`src/rtl/quad_encoder_scheduler.sv`:
```
// Round-robin quadrature decoder shared across NUM_CH encoder channels,
// with a host read/clear port that lands in the target channel's scan slot.
module quad_encoder_scheduler #(
    parameter int NUM_CH      = 4,
    parameter int COUNT_W     = 16,
    parameter int SYNC_STAGES = 2
) (
    input  logic                      clk,
    input  logic                      reset,
    input  logic [NUM_CH-1:0]         A,
    input  logic [NUM_CH-1:0]         B,
    input  logic                      enable,
    input  logic                      rd_req,
    input  logic [$clog2(NUM_CH)-1:0] rd_ch,
    input  logic                      rd_clear,
    output logic                      rd_ack,
    output logic [COUNT_W-1:0]        rd_data,
    output logic                      rd_err,
    output logic [NUM_CH-1:0]         err_flags,
    output logic                      sweep_done
);
    localparam int CH_W = $clog2(NUM_CH);

    typedef enum logic [1:0] {IDLE, WAIT, RESP} state_t;

    logic [NUM_CH-1:0]      a_sync [SYNC_STAGES];
    logic [NUM_CH-1:0]      b_sync [SYNC_STAGES];
    logic [SYNC_STAGES-1:0] sync_full;
    logic [1:0]             prev   [NUM_CH];
    logic [COUNT_W-1:0]     count  [NUM_CH];
    logic [NUM_CH-1:0]      err;
    logic [NUM_CH-1:0]      primed;
    logic [CH_W-1:0]        ptr;
    logic [CH_W-1:0]        ch_q;
    logic                   clr_q;
    state_t                 state, state_n;
    logic [1:0]             cur_ph, dph;
    logic [COUNT_W-1:0]     step_cnt, acc_data, cap_data;
    logic                   step_err, acc_err, cap_err;
    logic                   decode, bad_ch, access;

    always_ff @(posedge clk or posedge reset) begin
        if (reset) begin
            for (int unsigned s = 0; s < SYNC_STAGES; s++) begin
                a_sync[s] <= '0;
                b_sync[s] <= '0;
            end
            sync_full <= '0;
        end else begin
            a_sync[0] <= A;
            b_sync[0] <= B;
            for (int unsigned s = 1; s < SYNC_STAGES; s++) begin
                a_sync[s] <= a_sync[s-1];
                b_sync[s] <= b_sync[s-1];
            end
            sync_full <= {sync_full[SYNC_STAGES-2:0], 1'b1};
        end
    end

    // Slots are skipped until the synchronizer holds real pin values, so the
    // reset zeros are never primed as a phase and mistaken for a step later.
    always_comb begin
        cur_ph = {b_sync[SYNC_STAGES-1][ptr],
                  a_sync[SYNC_STAGES-1][ptr] ^ b_sync[SYNC_STAGES-1][ptr]};
        dph      = cur_ph - prev[ptr];
        decode   = enable && sync_full[SYNC_STAGES-1];
        step_cnt = count[ptr];
        step_err = err[ptr];
        if (decode && primed[ptr]) begin
            case (dph)
                2'd1:    step_cnt = count[ptr] + 1'b1;
                2'd3:    step_cnt = count[ptr] - 1'b1;
                2'd2:    step_err = 1'b1;
                default: ;
            endcase
        end

        bad_ch   = (int'(ch_q) >= NUM_CH);
        access   = (state == WAIT) && (bad_ch || !enable || (ptr == ch_q));
        acc_data = count[ch_q];
        acc_err  = err[ch_q];
        if (bad_ch) begin
            acc_data = '0;
            acc_err  = 1'b1;
        end else if (enable) begin
            acc_data = step_cnt;
            acc_err  = step_err;
        end

        state_n = state;
        case (state)
            IDLE:    if (rd_req) state_n = WAIT;
            WAIT:    if (access) state_n = RESP;
            RESP:    state_n = IDLE;
            default: state_n = IDLE;
        endcase
    end

    always_ff @(posedge clk or posedge reset) begin
        if (reset) begin
            for (int unsigned c = 0; c < NUM_CH; c++) begin
                count[c] <= '0;
                prev[c]  <= '0;
            end
            err        <= '0;
            primed     <= '0;
            ptr        <= '0;
            sweep_done <= 1'b0;
        end else begin
            sweep_done <= 1'b0;
            if (enable) begin
                ptr        <= (ptr == CH_W'(NUM_CH - 1)) ? '0 : ptr + 1'b1;
                sweep_done <= (ptr == CH_W'(NUM_CH - 1));
                if (decode) begin
                    prev[ptr]   <= cur_ph;
                    primed[ptr] <= 1'b1;
                    count[ptr]  <= step_cnt;
                    err[ptr]    <= step_err;
                end
            end
            // Clear after capture: a step in the access slot is reported, then dropped.
            if (access && clr_q && !bad_ch) begin
                count[ch_q] <= '0;
                err[ch_q]   <= 1'b0;
            end
        end
    end

    always_ff @(posedge clk or posedge reset) begin
        if (reset) begin
            state    <= IDLE;
            ch_q     <= '0;
            clr_q    <= 1'b0;
            cap_data <= '0;
            cap_err  <= 1'b0;
            rd_ack   <= 1'b0;
            rd_data  <= '0;
            rd_err   <= 1'b0;
        end else begin
            state  <= state_n;
            rd_ack <= 1'b0;
            if (state == IDLE && rd_req) begin
                ch_q  <= rd_ch;
                clr_q <= rd_clear;
            end
            if (access) begin
                cap_data <= acc_data;
                cap_err  <= acc_err;
            end
            if (state == RESP) begin
                rd_ack  <= 1'b1;
                rd_data <= cap_data;
                rd_err  <= cap_err;
            end
        end
    end

    assign err_flags = err;

endmodule

```
`config.mk`:
```
export PLATFORM = sky130hd
export DESIGN_NAME = quad_encoder_scheduler
export DESIGN_NICKNAME = d
export VERILOG_FILES = /design/src/rtl/quad_encoder_scheduler.sv
export SDC_FILE = /design/constraint.sdc
export NUM_CORES = 1
export LEC_CHECK = 0
export CAP_MARGIN = 20
export CORE_ASPECT_RATIO = 0.6
export CORE_MARGIN = 2
export CORE_UTILIZATION = 30
export DETAILED_ROUTE_END_ITERATION = 6
export PLACE_DENSITY = 0.47
export SLEW_MARGIN = 20
export SYNTH_ARGS = -nofsm -noshare
export SYNTH_HDL_FRONTEND = slang
export SYNTH_SLANG_ARGS = --single-unit
```
`constraint.sdc`:
```
create_clock -name clk -period 8.5 [get_ports clk]
set_input_delay 1.275 -clock clk [delete_from_list [all_inputs] [get_ports clk]]
set_output_delay 1.275 -clock clk [all_outputs]
set_load 0.01 [all_outputs]
```
==> results of run 1 <==
==> cell type report <==
class | count | share of cell area, %
multi-input combinational | 481 | 41.8
sequential | 141 | 39.8
timing repair buffer | 53 | 5.58
clock buffer | 18 | 4.95
tap | 322 | 4.54
clock inverter | 13 | 2.65
inverter | 14 | 0.649
==> path summary, 6_finish.rpt <==
path / from / endpoint / slack, ps
setup / recovery: ptr[0] / count[62] / 1800
hold reg to reg: b_sync[4] / b_sync[0] / 350
min in group asynchronous: reset / rd_data[6] / 1320
max in group asynchronous: reset / count[16] / 5850
hold / removal: b_sync[4] / b_sync[0] / 350
setup reg to reg: ptr[0] / count[62] / 1800
==> cell usage in the layout (no fill, tap or decap), types with 15 or more instances in the layout <==
cell type        count
buf_4               15
a211oi_1            49
o21ai_0             24
ha_1                17
nor2_1              96
mux2_2              21
dfrtp_1            141
nand2_1             49
clkdlybuf4s50_1     37
mux2i_1             15
a21oi_1             20
mux4_2              38
clkbuf_16           17
nor3_1              27
==> through the flow <==
step	util, %	hold slack, ps	std cells
after floorplan	-	331	681
after global placement	33.7	336	1010
after detailed placement	33.7	336	1011
after CTS	36.5	353	1042
after global routing	36.5	359	1042
final	36.5	350	1042
==> routing by layer <==
metal  up-vias  global-route usage (%)
met2       171                    22.9
li1       2571                       -
met1      2824                    27.9
met4         0                    4.45
met3        19                    5.09
met5         -                       0
==> flip-flops by register name, indices dropped and copies added, names as in the netlist <==
name and count:
primed 4, count 64, ptr 2, cap_data 16
ch_q 2, prev 8, a_sync 8, sync_full 2
rd_ack 1, cap_err 1, rd_data 16, clr_q 1
sweep_done 1, b_sync 8, state 2, err_flags 4
rd_err 1
==> cells by family after synthesis <==
| logic type | count (synthesis) | share of synthesized area, % |
|---|---|---|
| adder cells (fa/ha/maj) | 19 | 3.26 |
| multiplexers | 75 | 16.9 |
| AND/OR/NAND/NOR | 226 | 13.7 |
| AO/OA/AOI/OAI | 141 | 13.2 |
| other | 1 | 0.0504 |
| XOR/XNOR | 19 | 2.24 |
| buffers and inverters | 59 | 3.20 |
| flip-flops | 141 | 47.4 |
==> cells in the mapped netlist (2+ instances only) <==
library cell	n	area (µm²)
mux4_2	38	856
buf_6	2	22.5
a31oi_1	4	25.0
o21ai_0	24	120
mux2i_1	15	150
a211oi_1	49	368
and3_1	12	75.1
nor2_1	96	360
a21boi_1	2	15.0
buf_1	6	22.5
or2_2	2	12.5
mux2_2	21	236
nand2_1	49	184
nor3_1	28	140
dfrtp_1	141	3530
nand4_1	5	31.3
or3_1	3	18.8
o21ai_1	7	35.0
ha_1	17	213
clkbuf_1	36	135
nand3_1	12	60.1
nand2b_1	6	37.5
inv_1	13	48.8
nor3b_1	4	30.0
a21oi_1	20	100
a211o_1	2	17.5
o31ai_1	2	15.0
o221ai_1	3	26.3
nor2b_1	2	12.5
o21a_1	8	60.1
o211ai_1	6	45.0
xnor2_1	12	105
xor2_1	7	61.3
nand3b_1	2	15.0
a21o_1	5	37.5
==> critical path, stage by stage (launching register included) <==
cell and delay, ps:
dfrtp_1 650, buf_4 390, mux4_2 600, xnor2_1 340
ha_1 270, nand2_1 70, mux2_4 310, a211o_1 390
nand2_1 700, inv_2 250, fa_1 540, nor4_1 390
nor4_2 140, o31ai_4 310, a31oi_1 170, a31oi_1 200
mux2i_1 320, xor2_1 320, a211oi_1 140
==> results.tsv, run 1 <==
stage	metric	value	unit
outcome	status	completed	
clock_tree	hold_buf cts	0	
sta	unrepaired setup endpoints after global routing	false	
sta	Slew @ Worst Pin	1110	ps
cells_and_area	multi-input combinational cell area	3710	µm²
floorplanning	die width	207	µm
critical_path	type of the setup path with the least slack	register to register	
cells_and_area	final design instance area without fill	8860	µm²
floorplanning	starting density of the core	30.6	%
sta	Fin Clk Skew	7.24	ps
yosys	register area share after synthesis	47.4	%
drt	detailed-router iteration count before antenna repair	5	
drt	top layer used by detailed routing	met4	
drt	number of nets with antenna violations after detailed routing	0	
min_path	worst hold path depth	0	
cells_and_area	Sequential cell area	3530	µm²
clock_tree	number of gates resized after CTS	0	
clock_tree	Clock Latency Late Sink	440	ps
clock_tree	buffer type at the clock tree root	clkbuf_16	
clock_tree	H-tree depth reported by CTS	4	
clock_tree	total CTS buffers	17	
floorplanning	FP Rows	44	
drt	detailed-route wire length on metal 1	11500	µm
yosys	total nets after synthesis	714	
placement	quantity of I/O buffers inserted on ports	37	
placement	global placement routability congestion	0.881	
sta	final worst path period share	78.8	%
critical_path	type of origin of the critical path	register	
grt	Overflow after GRT	0	
drt	total met3 wirelength after detailed routing	1500	µm
cells_and_area	ratio of cells with drive above 1 in the final layout	16.7	%
cells_and_area	number of nets in the finished design	741	
sta	minimum clock period after layout	6700	ps
drt	met2 routed WL	8530	µm
clock_tree	clock tree from TritonCTS	built	
drt	routed vias/inst	5.36	
grt	first-pass GRT wire length	34700	µm
cells_and_area	number of diodes added for antenna fixing	0	
placement	post-placement worst setup slack	1850	ps
sta	final setup vio count	0	
clock_tree	clock transition at the registers of the reported paths	60	ps
sta	relative max-transition margin	26.2	%
drt	WL final	21700	µm
yosys	number of synthesized register bits	141	
yosys	prevailing post-synth register cell	dfrtp_1	
sta	final slew viol count	0	
grt	number of global-route vias before repair	5647	
sta	summed negative setup slack over all endpoints	0	ps
critical_path	critical path fanouts, max	25	
clock_tree	setup fix buffers added after clock tree synthesis	0	
critical_path	data arrival time at the worst-slack endpoint	6960	ps
yosys	number of distinct library cells after synthesis	55	
critical_path	critical path endpoint category	register	
floorplanning	area enclosed by the die boundary	26100	µm²
yosys	fraction of registers with async set/reset	100	%
grt	largest net degree at the start of global routing	75	
clock_tree	buffer levels on the longest clock path	2	
floorplanning	Core Region	24300	µm²
grt	antenna violations before repair	0	
yosys	Synth Instances	681	
floorplanning	overall die height	126	µm
drt	Routed WL per cell	20.8	µm
flow_run	Maximum Capacitance Violations	0	
clock_tree	number of clock sinks seen by CTS	141	
yosys	number of flops mapped to enable cells by yosys	0	
yosys	number of warnings printed during yosys synthesis	0	
grt	total global routing track utilization	17.6	%
sta	Hold Vio Cnt, Final	0	
critical_path	Crit path required time	8760	ps
critical_path	Register-to-Register Path Depth	18	
placement	DP Area	8190	µm²
sta	fmax	149	MHz
min_path	Hold Crit Class	register to register	
yosys	Avg Cell Area, Syn	10.9	µm²
placement	detailed-placement wirelength estimate	14900	µm
yosys	Synth Cell Area	7440	µm²
sta	minimum setup slack in the final design	1800	ps
floorplanning	ports placed on the boundary	38	
drt	total number of vias	5585	
drt	DRC errors left	0	
cells_and_area	fill cell instance count of the final layout	2353	
drt	count of routing violations after the opening detailed-route iteration	547	
cells_and_area	synth-to-layout area growth	19.2	%
Power of run 1 is left out: the tool's default activity adds up to more than one toggle a clock period on the data nets, which glitch-free logic cannot reach.
==> inputs of run 2 (changes only) <==
==> constraint.sdc (replaced) <==
create_clock -name clk -period 6.2 [get_ports clk]
set_input_delay 0.93 -clock clk [delete_from_list [all_inputs] [get_ports clk]]
set_output_delay 0.93 -clock clk [all_outputs]
set_load 0.01 [all_outputs]
==> results.tsv, run 2 (synthesis gave the netlist of run 1 again) <==
stage	metric	value	unit	change
critical_path	critical path endpoint category	register		
cells_and_area	end-of-flow core utilization	36.5	%	about the same
critical_path	data arrival time at the worst-slack endpoint	5730	ps	-1230 ps
critical_path	slowest library cell on the worst path	mux4_2		
drt	total number of vias	5561		-0.43%
floorplanning	overall die height	126	µm	unchanged
placement	quantity of I/O buffers inserted on ports	37		unchanged
sta	final worst path period share	87.6	%	+8.8 points
critical_path	type of the setup path with the least slack	register to register		
clock_tree	total CTS buffers	17		unchanged
grt	met3 track demand over resource	3.89	%	-1.2 points
grt	met1 usage	28.0	%	+0.17 points
critical_path	Register-to-Register Path Depth	17		-1
clock_tree	clock transition at the registers of the reported paths	60	ps	about the same
sta	Slew @ Worst Pin	1100	ps	-2.95 ps
sta	final slew viol count	0		unchanged
grt	number of global-route vias before repair	5543		-1.8%
cells_and_area	number of nets in the finished design	745		+0.54%
clock_tree	hold_buf cts	0		unchanged
drt	count of routing violations after the opening detailed-route iteration	540		-1.3%
drt	Routed WL per cell	20.2	µm	-2.9%
sta	fmax	184	MHz	+23%
grt	antenna violations before repair	0		unchanged
sta	Hold Vio Cnt, Final	0		unchanged
grt	first-pass GRT wire length	34000	µm	-2.0%
cells_and_area	final design instance area without fill	8860	µm²	about the same
floorplanning	die width	207	µm	unchanged
cells_and_area	flip-flop count of the largest register after layout	64		unchanged
critical_path	slowest cell delay on critical path	550	ps	-150 ps
critical_path	Crit path required time	6500	ps	-2260 ps
clock_tree	H-tree depth reported by CTS	4		unchanged
clock_tree	number of clock sinks seen by CTS	141		unchanged
grt	met2 Track Usage GR	22.3	%	-0.61 points
floorplanning	Core Region	24300	µm²	unchanged
placement	DP Area	8210	µm²	+0.32%
cells_and_area	fill cell instance count of the final layout	2363		+0.42%
cells_and_area	most common library cell in the layout ignoring fill and taps	dfrtp_1		
sta	summed negative setup slack over all endpoints	0	ps	unchanged
placement	global placement routability congestion	0.894		+1.5%
critical_path	critical path fanouts, max	22		-12%
outcome	status	completed		
floorplanning	area enclosed by the die boundary	26100	µm²	unchanged
grt	total global routing track utilization	17.2	%	-0.39 points
cells_and_area	synth-to-layout area growth	19.1	%	about the same
drt	routed vias/inst	5.31		-0.91%
grt	Most Crowded Layer GR	met1		
cells_and_area	ratio of cells with drive above 1 in the final layout	17.1	%	+0.44 points
cells_and_area	final non-filler cell total	1047		+0.48%
drt	DRC errors left	0		unchanged
drt	detailed-router iteration count before antenna repair	5		unchanged
placement	number of cells after detailed placement	1015		+0.40%
drt	WL final	21200	µm	-2.4%
min_path	worst hold path depth	0		unchanged
cells_and_area	register with the most flip-flops	count		
clock_tree	buffer type at the clock tree root	clkbuf_16		
sta	final setup vio count	0		unchanged
floorplanning	ports placed on the boundary	38		unchanged
floorplanning	FP Rows	44		unchanged
clock_tree	setup fix buffers added after clock tree synthesis	0		unchanged
clock_tree	number of gates resized after CTS	0		unchanged
critical_path	type of origin of the critical path	register		
grt	Overflow after GRT	0		unchanged
cells_and_area	Regs by FF count	count x64, cap_data x16, rd_data x16		
sta	minimum clock period after layout	5430	ps	-1260 ps
cells_and_area	number of diodes added for antenna fixing	0		unchanged
floorplanning	starting density of the core	30.6	%	unchanged
clock_tree	buffer levels on the longest clock path	2		unchanged
cells_and_area	commonest non-fill, non-tap cells in the layout	141 x dfrtp_1, 96 x nor2_1, 49 x nand2_1, 49 x a211oi_1, 38 x mux4_2		
sta	Fin Clk Skew	6.87	ps	-0.365 ps
min_path	Hold Crit Class	register to register		
sta	relative max-transition margin	26.4	%	+0.19 points
drt	number of nets with antenna violations after detailed routing	0		unchanged
sta	unrepaired setup endpoints after global routing	false		
critical_path	ordered cell list for the critical path	buf_4 > mux4_2 > ha_1 > nand2b_1 > mux2_4 > a211o_1 > nand2_1 > buf_4 > ha_1 > a21oi_1 > a21oi_1 > o21ai_0 > o211ai_2 > o221ai_1 > mux2i_1 > xor2_1 > a211oi_1		
grt	largest net degree at the start of global routing	79		+5.3%
clock_tree	Clock Latency Late Sink	440	ps	about the same
flow_run	Maximum Capacitance Violations	0		unchanged
clock_tree	clock tree from TritonCTS	built		
placement	detailed-placement wirelength estimate	14300	µm	-3.8%
==> run 2: critical path: cells and delay by family (launching register included) <==
family | cells | cell delay, ps
buffers and inverters | 2 | 690
adders and majority gates | 2 | 520
DFF | 1 | 450
and+or+nand+nor | 2 | 340
AOI/OAI and AO/OA | 7 | 1690
muxes | 3 | 1270
xor gates and xnor gates | 1 | 340
==> run 2: path summary, 6_finish.rpt <==
check | slack [ps] | startpoint | to
max | 770 | ptr[0] | count[15]
min in group asynchronous | 990 | reset | rd_data[6]
min reg2reg | 350 | a_sync[6] | a_sync[2]
max reg2reg | 770 | ptr[0] | count[15]
max in group asynchronous | 3890 | reset | count[47]
min | 350 | a_sync[6] | a_sync[2]
==> run 2: layer usage <==
layer	share of wire, %	wire (µm)
met5	0	0
met1	53	11100
met3	7.5	1590
met2	39	8180
met4	1.2	255
==> run 2: cell type report <==
cell class / count / area (µm²) / area share, %
multi-input combinational: 481 / 3700 / 41.8
clock buffer: 17 / 425 / 4.80
timing repair buffer: 57 / 520 / 5.87
tap: 322 / 403 / 4.55
clock inverter: 15 / 220 / 2.49
inverter: 14 / 57.6 / 0.650
sequential: 141 / 3530 / 39.8
==> run 2: per-stage QoR <==
| step | setup WS (ps) | hold slack, ps |
|---|---|---|
| after floorplan | 148 | 331 |
| after global placement | 995 | 340 |
| after detailed placement | 852 | 335 |
| after CTS | 804 | 349 |
| after global routing | 280 | 353 |
| final | 766 | 347 |
Power of run 2 is left out for the same reason.
==> inputs of run 3 (changes only) <==
--- a/config.mk
+++ b/config.mk
@@ -10,7 +10,9 @@
 export CORE_MARGIN = 2
 export CORE_UTILIZATION = 30
 export DETAILED_ROUTE_END_ITERATION = 6
+export MAX_ROUTING_LAYER = met4
 export PLACE_DENSITY = 0.47
+export SKIP_LAST_GASP = 1
 export SLEW_MARGIN = 20
 export SYNTH_ARGS = -nofsm -noshare
 export SYNTH_HDL_FRONTEND = slang
==> results.tsv, run 3 (synthesis gave the netlist of run 1 again) <==
stage	metric	value	unit	change
sta	fmax	179	MHz	-2.9%
cells_and_area	ratio of cells with drive above 1 in the final layout	17.1	%	unchanged
drt	routed vias/inst	5.31		about the same
clock_tree	buffer type at the clock tree root	clkbuf_16		
cells_and_area	Regs by FF count	count x64, cap_data x16, rd_data x16		
critical_path	slowest library cell on the worst path	mux4_2		
critical_path	type of origin of the critical path	register		
placement	quantity of I/O buffers inserted on ports	37		unchanged
sta	final setup vio count	0		unchanged
placement	global placement routability congestion	0.903		+1.0%
sta	minimum clock period after layout	5600	ps	+164 ps
floorplanning	area enclosed by the die boundary	26100	µm²	unchanged
clock_tree	number of clock sinks seen by CTS	141		unchanged
critical_path	critical path fanouts, max	23		+4.5%
clock_tree	H-tree depth reported by CTS	4		unchanged
sta	Slew @ Worst Pin	994	ps	-109 ps
critical_path	Crit path buffers/inverters	2		unchanged
critical_path	Crit path required time	6500	ps	about the same
critical_path	setup slack of the most critical reg-to-reg path	600	ps	-160 ps
clock_tree	clock tree from TritonCTS	built		
cells_and_area	number of diodes added for antenna fixing	0		unchanged
grt	total global routing track utilization	17.8	%	+0.63 points
grt	antenna violations before repair	0		unchanged
critical_path	slowest cell delay on critical path	560	ps	about the same
floorplanning	FP Rows	44		unchanged
min_path	Hold Crit Class	register to register		
cells_and_area	number of nets in the finished design	746		+0.13%
cells_and_area	commonest non-fill, non-tap cells in the layout	141 x dfrtp_1, 96 x nor2_1, 49 x nand2_1, 49 x a211oi_1, 38 x mux4_2		
critical_path	CP top delay family	compound AO/OA/AOI/OAI gates		
sta	relative max-transition margin	33.8	%	+7.3 points
grt	number of global-route vias before repair	5712		+3.0%
clock_tree	Clock Latency Late Sink	440	ps	about the same
drt	WL final	21400	µm	+1.0%
sta	unrepaired setup endpoints after global routing	false		
floorplanning	die width	207	µm	unchanged
clock_tree	hold_buf cts	0		unchanged
placement	detailed-placement wirelength estimate	14500	µm	+1.3%
sta	final worst path period share	90.3	%	+2.7 points
floorplanning	overall die height	126	µm	unchanged
grt	Overflow after GRT	0		unchanged
grt	first-pass GRT wire length	34200	µm	+0.67%
sta	Hold Vio Cnt, Final	0		unchanged
floorplanning	Core Region	24300	µm²	unchanged
drt	Routed WL per cell	20.4	µm	+1.0%
cells_and_area	register with the most flip-flops	count		
clock_tree	buffer levels on the longest clock path	2		unchanged
critical_path	type of the setup path with the least slack	register to register		
flow_run	Maximum Capacitance Violations	0		unchanged
floorplanning	starting density of the core	30.6	%	unchanged
drt	number of nets with antenna violations after detailed routing	0		unchanged
outcome	status	completed		
critical_path	critical path endpoint category	register		
cells_and_area	end-of-flow core utilization	36.4	%	-0.10 points
critical_path	ordered cell list for the critical path	buf_4 > mux4_2 > ha_1 > nand2b_1 > mux2_4 > a211o_1 > nand2_1 > buf_4 > ha_1 > a21o_1 > a311o_1 > o221ai_1 > o211ai_2 > o221ai_1 > mux2i_1 > xor2_1 > a211oi_1		
sta	Fin Clk Skew	13.1	ps	+6.25 ps
floorplanning	ports placed on the boundary	38		unchanged
sta	summed negative setup slack over all endpoints	0	ps	unchanged
sta	minimum setup slack in the final design	602	ps	-164 ps
drt	detailed-router iteration count before antenna repair	5		unchanged
sta	final slew viol count	0		unchanged
cells_and_area	flip-flop count of the largest register after layout	64		unchanged
drt	count of routing violations after the opening detailed-route iteration	396		-27%
clock_tree	setup fix buffers added after clock tree synthesis	0		unchanged
drt	DRC errors left	0		unchanged
cells_and_area	synth-to-layout area growth	18.8	%	
grt	largest net degree at the start of global routing	100		+27%
drt	total number of vias	5556		-0.090%
clock_tree	clock transition at the registers of the reported paths	60	ps	about the same
cells_and_area	most common library cell in the layout ignoring fill and taps	dfrtp_1		
placement	post-placement worst setup slack	688	ps	-164 ps
critical_path	data arrival time at the worst-slack endpoint	5900	ps	+170 ps
clock_tree	number of gates resized after CTS	0		unchanged
clock_tree	total CTS buffers	17		unchanged
## run 3: changes by cell type in the layout (fill, tap and decap cells not counted), sizes merged
cell	previous run	this run
bufinv	5	3
clkinvlp	2	4
clkbuf	17	18
clkinv	7	6
## run 3: layer usage
metal | global-route usage, % | wire, µm
met5 | - | 0
met4 | 4.37 | 208
met3 | 3.69 | 1030
met2 | 23.8 | 8730
met1 | 27.1 | 11400
## run 3: layout make-up
class / count / area, µm²
Clock buffer: 17 / 425
Timing Repair Buffer: 58 / 546
Sequential cell: 141 / 3530
Multi-Input combinational cell: 481 / 3700
Clock inverter: 14 / 170
Fill cell: 2387 / 15400
Inverter: 14 / 57.6
Tap cell: 322 / 403
## run 3: final timing paths
kind,from,to,depth (start not counted)
min in group asynchronous,reset,rd_data[6],2
worst min-delay path,b_sync[5],b_sync[1],0
max in group asynchronous,reset,state[1],3
worst max-delay path,ptr[0],count[15],17
worst max register to register,ptr[0],count[15],17
worst min register to register,b_sync[5],b_sync[1],0
## run 3: metrics by stage
stage                     hold WS (ps)  instance area, µm²  cells
after floorplan                    331                7440    681
after global placement             332                8210   1015
after detailed placement           339                8210   1015
after CTS                          354                8810   1046
after global routing               361                8830   1047
final                              351                8830   1047
Power of run 3 is left out for the same reason.
